--- config.mk ---
export PLATFORM = sky130hd
export DESIGN_NAME = ex_stage
export DESIGN_NICKNAME = d
export VERILOG_FILES = /design/src/rtl/ex_pkg.sv /design/src/rtl/muldiv_seq.sv /design/src/rtl/ex_stage.sv
export SDC_FILE = /design/constraint.sdc
export NUM_CORES = 1
export LEC_CHECK = 0
export CAP_MARGIN = 20
export CORE_MARGIN = 10
export CORE_UTILIZATION = 37
export DETAILED_ROUTE_END_ITERATION = 10
export PLACE_DENSITY_LB_ADDON = 0.15
export SETUP_SLACK_MARGIN = 0.2
export SYNTH_ARGS = -nofsm -noshare
export SYNTH_HDL_FRONTEND = slang
export SYNTH_SLANG_ARGS = --single-unit
--- constraint.sdc ---
create_clock -name clk -period 10.1 [get_ports clk]
set_clock_uncertainty 0.1 [all_clocks]
set_input_delay 1.01 -clock clk [delete_from_list [all_inputs] [get_ports clk]]
set_output_delay 1.01 -clock clk [all_outputs]
set_load 0.005 [all_outputs]
--- src/rtl/ex_pkg.sv ---
// Execute-stage shared definitions.
// Holds ALU op codes, the muldiv FSM encoding and the ID/EX bundle.
package ex_pkg;

  localparam logic [3:0] ALU_ADD  = 4'd0;
  localparam logic [3:0] ALU_SUB  = 4'd1;
  localparam logic [3:0] ALU_AND  = 4'd2;
  localparam logic [3:0] ALU_OR   = 4'd3;
  localparam logic [3:0] ALU_XOR  = 4'd4;
  localparam logic [3:0] ALU_SLL  = 4'd5;
  localparam logic [3:0] ALU_SRL  = 4'd6;
  localparam logic [3:0] ALU_SRA  = 4'd7;
  localparam logic [3:0] ALU_SLT  = 4'd8;
  localparam logic [3:0] ALU_SLTU = 4'd9;
  localparam logic [3:0] ALU_LUI  = 4'd10;
  localparam logic [3:0] ALU_MUL  = 4'd11;
  localparam logic [3:0] ALU_DIVU = 4'd12;
  localparam logic [3:0] ALU_REMU = 4'd13;

  typedef enum logic [1:0] {
    MD_IDLE = 2'd0,
    MD_BUSY = 2'd1,
    MD_DONE = 2'd2
  } md_state_e;

  typedef struct packed {
    logic [3:0]  ctrl;
    logic        alusrc;
    logic [31:0] busa;
    logic [31:0] busb;
    logic [31:0] imm;
    logic [31:0] ds2;
    logic        memwr;
    logic        memtoreg;
    logic        regwr;
    logic        loadext;
    logic        jump;
    logic        jal;
    logic [1:0]  dsize;
    logic [1:0]  fpoint;
    logic [4:0]  rw;
  } id_ex_t;

  function automatic logic is_multi(input logic [3:0] op);
    return (op == ALU_MUL) || (op == ALU_DIVU) || (op == ALU_REMU);
  endfunction

endpackage

--- src/rtl/muldiv_seq.sv ---
// Iterative 32-step shift-add multiplier / restoring divider.
// Sequenced by an IDLE -> BUSY -> DONE FSM; DONE lasts one cycle.
module muldiv_seq
  import ex_pkg::*;
(
  input  logic        clk,
  input  logic        rst,
  input  logic        start,
  input  logic [3:0]  op,
  input  logic [31:0] a,
  input  logic [31:0] b,
  output logic        busy,
  output logic        done,
  output logic [31:0] result
);

  md_state_e   state_q, state_d;
  logic [4:0]  cnt_q, cnt_d;
  logic [31:0] acc_q, acc_d;
  logic [31:0] x_q, x_d;
  logic [31:0] y_q, y_d;
  logic [32:0] rem_sh;
  logic        rem_ge;

  // acc: product / partial remainder, x: multiplier / quotient, y: other operand
  assign rem_sh = {acc_q, x_q[31]};
  assign rem_ge = rem_sh >= {1'b0, y_q};

  always_comb begin
    state_d = state_q;
    cnt_d   = cnt_q;
    acc_d   = acc_q;
    x_d     = x_q;
    y_d     = y_q;
    unique case (state_q)
      MD_IDLE: begin
        if (start) begin
          state_d = MD_BUSY;
          cnt_d   = 5'd0;
          acc_d   = 32'd0;
          x_d     = a;
          y_d     = b;
        end
      end
      MD_BUSY: begin
        if (op == ALU_MUL) begin
          if (x_q[0]) acc_d = acc_q + y_q;
          y_d = y_q << 1;
          x_d = x_q >> 1;
        end else if (rem_ge) begin
          acc_d = 32'(rem_sh - {1'b0, y_q});
          x_d   = {x_q[30:0], 1'b1};
        end else begin
          acc_d = rem_sh[31:0];
          x_d   = {x_q[30:0], 1'b0};
        end
        cnt_d = 5'(cnt_q + 5'd1);
        if (cnt_q == 5'd31) state_d = MD_DONE;
      end
      MD_DONE: state_d = MD_IDLE;
      default: state_d = MD_IDLE;
    endcase
  end

  always_ff @(posedge clk or posedge rst) begin
    if (rst) begin
      state_q <= MD_IDLE;
      cnt_q   <= 5'd0;
      acc_q   <= 32'd0;
      x_q     <= 32'd0;
      y_q     <= 32'd0;
    end else begin
      state_q <= state_d;
      cnt_q   <= cnt_d;
      acc_q   <= acc_d;
      x_q     <= x_d;
      y_q     <= y_d;
    end
  end

  assign done = state_q == MD_DONE;
  assign busy = start && (state_q != MD_DONE);

  always_comb begin
    result = 32'd0;
    case (op)
      ALU_MUL:  result = acc_q;
      ALU_DIVU: result = x_q;
      ALU_REMU: result = acc_q;
      default:  result = 32'd0;
    endcase
  end

endmodule

--- src/rtl/ex_stage.sv ---
// Execute stage: registered ID/EX bundle, single-cycle ALU and
// an iterative mul/div unit that stalls upstream until its result is ready.
module ex_stage
  import ex_pkg::*;
#(
  parameter int N = 32
) (
  input  logic         clk,
  input  logic         reset,
  input  logic [3:0]   dALUCtrl,
  input  logic         dALUSrc,
  input  logic [N-1:0] dBusA,
  input  logic [N-1:0] dBusB,
  input  logic [N-1:0] dImm,
  input  logic [N-1:0] dDelayslot2,
  input  logic         dMemWr,
  input  logic         dMemtoReg,
  input  logic         dRegWr,
  input  logic         dloadext,
  input  logic         dJump,
  input  logic         dJal,
  input  logic [1:0]   dDsize,
  input  logic [1:0]   dFPoint,
  input  logic [4:0]   dRw,
  output logic         MemWr,
  output logic         MemtoReg,
  output logic         RegWr,
  output logic         loadext,
  output logic         Jump,
  output logic         Jal,
  output logic [1:0]   Dsize,
  output logic [1:0]   FPoint,
  output logic [4:0]   Rw,
  output logic [N-1:0] ExecResult,
  output logic [N-1:0] BusB,
  output logic [N-1:0] Delayslot2,
  output logic         stall
);

  id_ex_t      in_q, in_d;
  logic [31:0] op_b;
  logic [31:0] alu_res;
  logic [31:0] md_res;
  logic        md_start;
  logic        md_busy;
  logic        md_done;

  assign in_d = '{
    ctrl: dALUCtrl, alusrc: dALUSrc, busa: dBusA, busb: dBusB,
    imm: dImm, ds2: dDelayslot2, memwr: dMemWr, memtoreg: dMemtoReg,
    regwr: dRegWr, loadext: dloadext, jump: dJump, jal: dJal,
    dsize: dDsize, fpoint: dFPoint, rw: dRw
  };

  always_ff @(posedge clk or posedge reset) begin
    if (reset)       in_q <= '0;
    else if (!stall) in_q <= in_d;
  end

  assign op_b = in_q.alusrc ? in_q.imm : in_q.busb;

  always_comb begin
    alu_res = 32'd0;
    case (in_q.ctrl)
      ALU_ADD:  alu_res = in_q.busa + op_b;
      ALU_SUB:  alu_res = in_q.busa - op_b;
      ALU_AND:  alu_res = in_q.busa & op_b;
      ALU_OR:   alu_res = in_q.busa | op_b;
      ALU_XOR:  alu_res = in_q.busa ^ op_b;
      ALU_SLL:  alu_res = in_q.busa << op_b[4:0];
      ALU_SRL:  alu_res = in_q.busa >> op_b[4:0];
      ALU_SRA:  alu_res = $unsigned($signed(in_q.busa) >>> op_b[4:0]);
      ALU_SLT:  alu_res = {31'd0, $signed(in_q.busa) < $signed(op_b)};
      ALU_SLTU: alu_res = {31'd0, in_q.busa < op_b};
      ALU_LUI:  alu_res = op_b << 16;
      default:  alu_res = 32'd0;
    endcase
  end

  assign md_start = is_multi(in_q.ctrl);

  muldiv_seq u_muldiv (
    .clk    (clk),
    .rst    (reset),
    .start  (md_start),
    .op     (in_q.ctrl),
    .a      (in_q.busa),
    .b      (op_b),
    .busy   (md_busy),
    .done   (md_done),
    .result (md_res)
  );

  assign stall = md_busy;

  // Side-effecting controls become a bubble while the result is pending
  assign MemWr      = in_q.memwr & ~stall;
  assign RegWr      = in_q.regwr & ~stall;
  assign Jump       = in_q.jump & ~stall;
  assign Jal        = in_q.jal & ~stall;
  assign MemtoReg   = in_q.memtoreg;
  assign loadext    = in_q.loadext;
  assign Dsize      = in_q.dsize;
  assign FPoint     = in_q.fpoint;
  assign Rw         = in_q.rw;
  assign BusB       = in_q.busb;
  assign Delayslot2 = in_q.ds2;
  assign ExecResult = md_done ? md_res : alu_res;

endmodule

==> results.ini, run 1 <==
[floorplanning]
fp.dieW_um=278
chipHeight_um=278
num_rows=94
ios=262
coreArea_mm2=0.0659
dieArea_mm2=0.0773
start_util_pct=37.4

[logic_synthesis]
async_reset_ff_share_pct=100
ys.flop_type=dfrtp_1
synth_edf_count=0
postSynthCellCount=3285
syn_avg_cell_area_um2=7.50
synth_seq_cells=251
netlist_area_mm2=0.0246
yosysSeqAreaShare_pct=25.5
synth_cell_types=97
syn_nets=3608
yosysWarningCount=0

[global_routing]
grt_pass1_vias=25400
grt_max_degree=96
grt_usage_pct=30.6
antenna_found_initial=4
grt_pass1_wl_um=181000
grt_overflow=0

[drt]
wl_um=123000
drt_iter0_drc=2840
drc=0
drt-vias-per-instance=6.23
ant_nets=0
route.vias.total=26400
first_pass_iters=5
routedWlPerCell_um=29.1

[min_path]
holdPathStages=2
worst_hold_path_type=flop to flop
worstHoldStart=in_q[12]$_DFFE_PP0N_
min_to=in_q[12]$_DFFE_PP0N_

[cells_and_area]
antenna_cells=0
drive_above_1_share_pct=5.89
layout.nets=3678
layout_common_cells=679 x nand2_1, 261 x clkdlybuf4s50_1, 250 x dfrtp_1
final_area_mm2=0.0286
area_delta_synth_final_pct=16.3
final_common_cell=nand2_1
nFillCells=6832

[timing]
worst_pin_slew_ps=1130
fmax_mhz=133
rsz0062_at_grt=no
setup_viol=0
hold_viol_final=0
relSlewSlack_pct=24.0
maxSlewViolCount=0
finalHoldWorstSlack_ps=356
min_period_ps=7530
fin_setup_tns_ps=0
finalCritPeriodShare_pct=74.6

[setup_path]
path_max_fanout=62
critPathArrivalTime_ps=6420
reg2reg_depth=13
cp-start-kind=flop
crit_start=in_q[143]$_DFFE_PP0N_
worstPathRequired_ps=8990
r2r_start=u_muldiv.y_q[0]$_DFFE_PP0P_
worstSetupEndpointType=primary output
r2r-end=u_muldiv.acc_q[28]$_DFFE_PP0P_
critPathKind=flop to primary output
r2r_slack_ps=5950

[clock_tree]
htreeDepth=2
clockBufferDepth=3
clock-sinks=251
cts_resized=0
clock-root-buffer=clkbuf_16
clk-insertion-delay-late_ps=610
cts_tree=done
post_cts_buffers=0
numCtsBuffers=34
cts-hold-fix-buffers=0
clkTransAtPathRegs_ps=60

[run]
maxCapViolations=0

[place]
port_buffers=261
dp.final_hpwl_um=94300
place_area_mm2=0.0275
gp_congestion=1.02

[run_status]
status=completed

==> area by class of cell <==
| cell class | count | area (um2) | area share [%] |
|---|---|---|---|
| clock inverter | 11 | 210 | 0.734 |
| sequential | 251 | 6280 | 21.9 |
| clock buffer | 48 | 983 | 3.43 |
| timing repair buffer | 328 | 3110 | 10.9 |
| inverter | 150 | 577 | 2.01 |
| multi-input combinational | 2590 | 16400 | 57.3 |
| tap | 864 | 1080 | 3.77 |
==> worst max-delay path: stages, from the launching register on <==
cell and delay [ps]:
dfrtp_2 600, buf_4 610, mux2i_4 650, inv_1 90, buf_4 340, ha_1 270
a21o_1 150, a21oi_1 220, a21oi_1 140, nor3_1 420, nor4_1 190, nor4_1 520
o21a_1 210, o21ai_0 110, xnor2_1 160, o311ai_1 530, clkdlybuf4s50_1 630
==> synthesized netlist by cell type (40+ instances only) <==
| library cell | count | area (um2) |
|---|---|---|
| o211ai_1 | 75 | 563 |
| a22oi_1 | 60 | 450 |
| nand2_1 | 680 | 2550 |
| nor2_1 | 212 | 796 |
| inv_1 | 144 | 541 |
| ha_1 | 169 | 2110 |
| o22ai_1 | 40 | 250 |
| a31oi_1 | 71 | 444 |
| nand3_1 | 48 | 240 |
| dfrtp_1 | 251 | 6280 |
| clkbuf_1 | 169 | 634 |
| and2_1 | 44 | 275 |
| a211oi_1 | 73 | 548 |
| o21ai_0 | 202 | 1010 |
| mux2i_1 | 112 | 1120 |
| a21oi_1 | 228 | 1140 |
| buf_4 | 81 | 608 |
| nor3_1 | 47 | 235 |
==> registers in the layout, summed over array words and instances, names as in the netlist, 2 cells and up <==
register,flops
u_muldiv.acc_q,32
in_q,73
u_muldiv.cnt_q,5
BusB,32
Rw,5
Delayslot2,32
Dsize,2
u_muldiv.y_q,32
FPoint,2
u_muldiv.x_q,32
u_muldiv.state_q,2
==> stage by stage <==
stage / utilization (%) / worst slack, ps / instances
global placement: 41.7 / 3340 / 4180
global route: 43.5 / 2280 / 4242
CTS: 43.5 / 2620 / 4242
finish: 43.5 / 2570 / 4242
floorplan: - / 2090 / 3285
detailed placement: 41.7 / 3230 / 4183
==> per-layer routing <==
metal | up-vias | track usage, % | share of wire (%)
met5 | - | 0 | 0.023
met4 | 4 | 13.6 | 4.9
met3 | 225 | 5.68 | 7.9
met2 | 1292 | 48.2 | 45
met1 | 13000 | 40.2 | 42
li1 | 11900 | - | -
==> kinds of logic (layout without fill, tap and decap cells) <==
family | after synthesis | count (layout) | synth area share [%]
and+or+nand+nor | 1162 | 1162 | 20.2
AOI/OAI and AO/OA | 1053 | 1053 | 28.2
buffers and inverters | 444 | 537 | 8.33
DFF | 251 | 251 | 25.5
adders and majority gates | 173 | 173 | 8.91
muxes | 139 | 139 | 6.63
xor gates and xnor gates | 63 | 63 | 2.24
==> worst max-delay path by stage <==
stage	to	slack [ps]	depth (start not counted)
4_1_cts	ExecResult[27]	2620	16
3_5_place_dp	ExecResult[27]	3230	16
5_1_grt	ExecResult[27]	2280	16
3_3_place_gp	ExecResult[27]	3340	16
6_report	ExecResult[27]	2570	16
2_1_floorplan	BusB[0]$_DFFE_PP0N_	2090	1
Power of run 1 is left out: the tool's default activity adds up to more than one toggle a clock period on the data nets, which glitch-free logic cannot reach.
==> run 2: changes to the inputs <==
==> constraint.sdc (replaced) <==
create_clock -name clk -period 7.1 [get_ports clk]
set_clock_uncertainty 0.1 [all_clocks]
set_input_delay 0.71 -clock clk [delete_from_list [all_inputs] [get_ports clk]]
set_output_delay 0.71 -clock clk [all_outputs]
set_load 0.005 [all_outputs]
==> results.ini, run 2 (same netlist as run 1, synthesis figures left out) <==
[run_status]
status=completed

[global_routing]
grt_pass1_wl_um=184000  ; +1.7%
grt_pass1_vias=25500  ; +0.36%
antenna_found_initial=8  ; +4
grt_overflow=0  ; unchanged
grt_max_degree=148  ; +54%
grt_usage_pct=31.4  ; +0.84 points

[setup_path]
path_max_fanout=25  ; -60%
crit_chain=buf_12 -> mux2i_1 -> ha_1 -> inv_1 -> a21oi_1 -> o31ai_1 -> a31oi_2 -> o41ai_4 -> a41oi_1 -> a41oi_1 -> or4b_1 -> clkdlybuf4s50_1
crit_family=compound AO/OA/AOI/OAI gates
critPathArrivalTime_ps=5920  ; -500 ps
cpMostUsedCell=a41oi_1
critPathKind=flop to primary output
crit_slowest_cell=mux2i_1
worstPathRequired_ps=6290  ; -2700 ps
cp-start-kind=flop
slowest_delay_ps=810  ; +160 ps
worstSetupEndpointType=primary output
crit_buf_inv=3  ; -1

[floorplanning]
fp.dieW_um=278  ; unchanged
start_util_pct=37.4  ; unchanged
chipHeight_um=278  ; unchanged
dieArea_mm2=0.0773  ; unchanged
coreArea_mm2=0.0659  ; unchanged
num_rows=94  ; unchanged
ios=262  ; unchanged

[clock_tree]
cts_resized=1  ; +1
clk-insertion-delay-late_ps=570  ; -40 ps
cts_tree=done
cts-hold-fix-buffers=0  ; unchanged
clock-root-buffer=clkbuf_16
clock-sinks=251  ; unchanged
numCtsBuffers=34  ; unchanged
clkTransAtPathRegs_ps=60  ; about the same
post_cts_buffers=0  ; unchanged
clockBufferDepth=3  ; unchanged
htreeDepth=2  ; unchanged

[timing]
relSlewSlack_pct=24.7  ; +0.78 points
worst_pin_slew_ps=1130  ; -4.90 ps
min_period_ps=6730
maxSlewViolCount=0  ; unchanged
setup_viol=0  ; unchanged
finalCritPeriodShare_pct=94.9
rsz0062_at_grt=no
fin_setup_tns_ps=0  ; unchanged
fmax_mhz=148
hold_viol_final=0  ; unchanged

[cells_and_area]
area_delta_synth_final_pct=17.1
largest_reg_flops=73  ; unchanged
final_common_cell=nand2_1
layout.nets=3700  ; +0.60%
layoutNonFillerInstCount=4271  ; +0.68%
layout_common_cells=679 x nand2_1, 261 x clkdlybuf4s50_1, 250 x dfrtp_1
regMostFlops=in_q
drive_above_1_share_pct=6.64  ; +0.75 points

[place]
port_buffers=261  ; unchanged
gp_congestion=1.00  ; -2.1%
dp.final_hpwl_um=99000  ; +4.9%
dp_cells=4203  ; +0.48%

[drt]
drt_iter0_drc=3057  ; +7.6%
drt-vias-per-instance=6.22  ; -0.21%
routedWlPerCell_um=29.6  ; +1.8%
route.vias.total=26600  ; +0.47%
drc=0  ; unchanged
first_pass_iters=6  ; +1
wl_um=126000  ; +2.4%
ant_nets=0  ; unchanged

[run]
maxCapViolations=0  ; unchanged

[min_path]
worst_hold_path_type=flop to flop

run 2: changes by cell type in the layout (fill, tap and decap cells not counted), moves of 2 or more:
cell,change
mux2i_2,+3
bufinv_16,-3
diode_2,+4
clkbuf_1,+2
clkinv_2,+3
inv_8,-2
buf_12,+2
mux2i_1,-3
buf_4,+19
run 2: per-stage QoR:
stage          worst slack (ps)  utilization [%]  hold slack, ps  cell area [um2]
2_1_floorplan              2040                -             330            24600
4_1_cts                     239             43.7             361            28800
3_3_place_gp                784             42.0             344            27600
3_5_place_dp                768             42.0             348            27600
6_report                    365             43.8             360            28800
5_1_grt                     247             43.8             382            28800
run 2: path summary, 6_finish.rpt:
| kind | from | end | slack [ps] | cells after the start |
|---|---|---|---|---|
| max | in_q[143]$_DFFE_PP0N_ | ExecResult[28] | 370 | 12 |
| min | in_q[12]$_DFFE_PP0N_ | in_q[12]$_DFFE_PP0N_ | 360 | 2 |
| max reg2reg | u_muldiv.acc_q[1]$_DFFE_PP0P_ | u_muldiv.acc_q[27]$_DFFE_PP0P_ | 2720 | 11 |
| min reg2reg | in_q[12]$_DFFE_PP0N_ | in_q[12]$_DFFE_PP0N_ | 360 | 2 |
| max in group asynchronous | reset | in_q[143]$_DFFE_PP0N_ | 4880 | 3 |
| min in group asynchronous | reset | in_q[136]$_DFFE_PP0N_ | 500 | 2 |
run 2: area by class of cell:
cell class                      instances  area [um2]
Fill cell                            6755       37000
Multi-Input combinational cell       2590       16400
Sequential cell                       251        6280
Timing Repair Buffer                  350        3330
Tap cell                              864        1080
Clock buffer                           51        1000
Inverter                              150         574
Clock inverter                         11         131
Antenna cell                            4        10.0
run 2: tightest hold or removal path, delay by kind of cell (launching register included):
kind	cells	cell delay, ps
DFF	1	330
and+or+nand+nor	2	100
run 2: layer usage:
metal  up-vias  global-route usage (%)  wire length (um)
met2      1281                    47.9             55100
li1      11900                       -                 -
met1     13100                    41.9             54700
met5         -                       0                20
met4         4                    14.5              6300
met3       253                    6.68             10200
Power of run 2 is left out for the same reason.
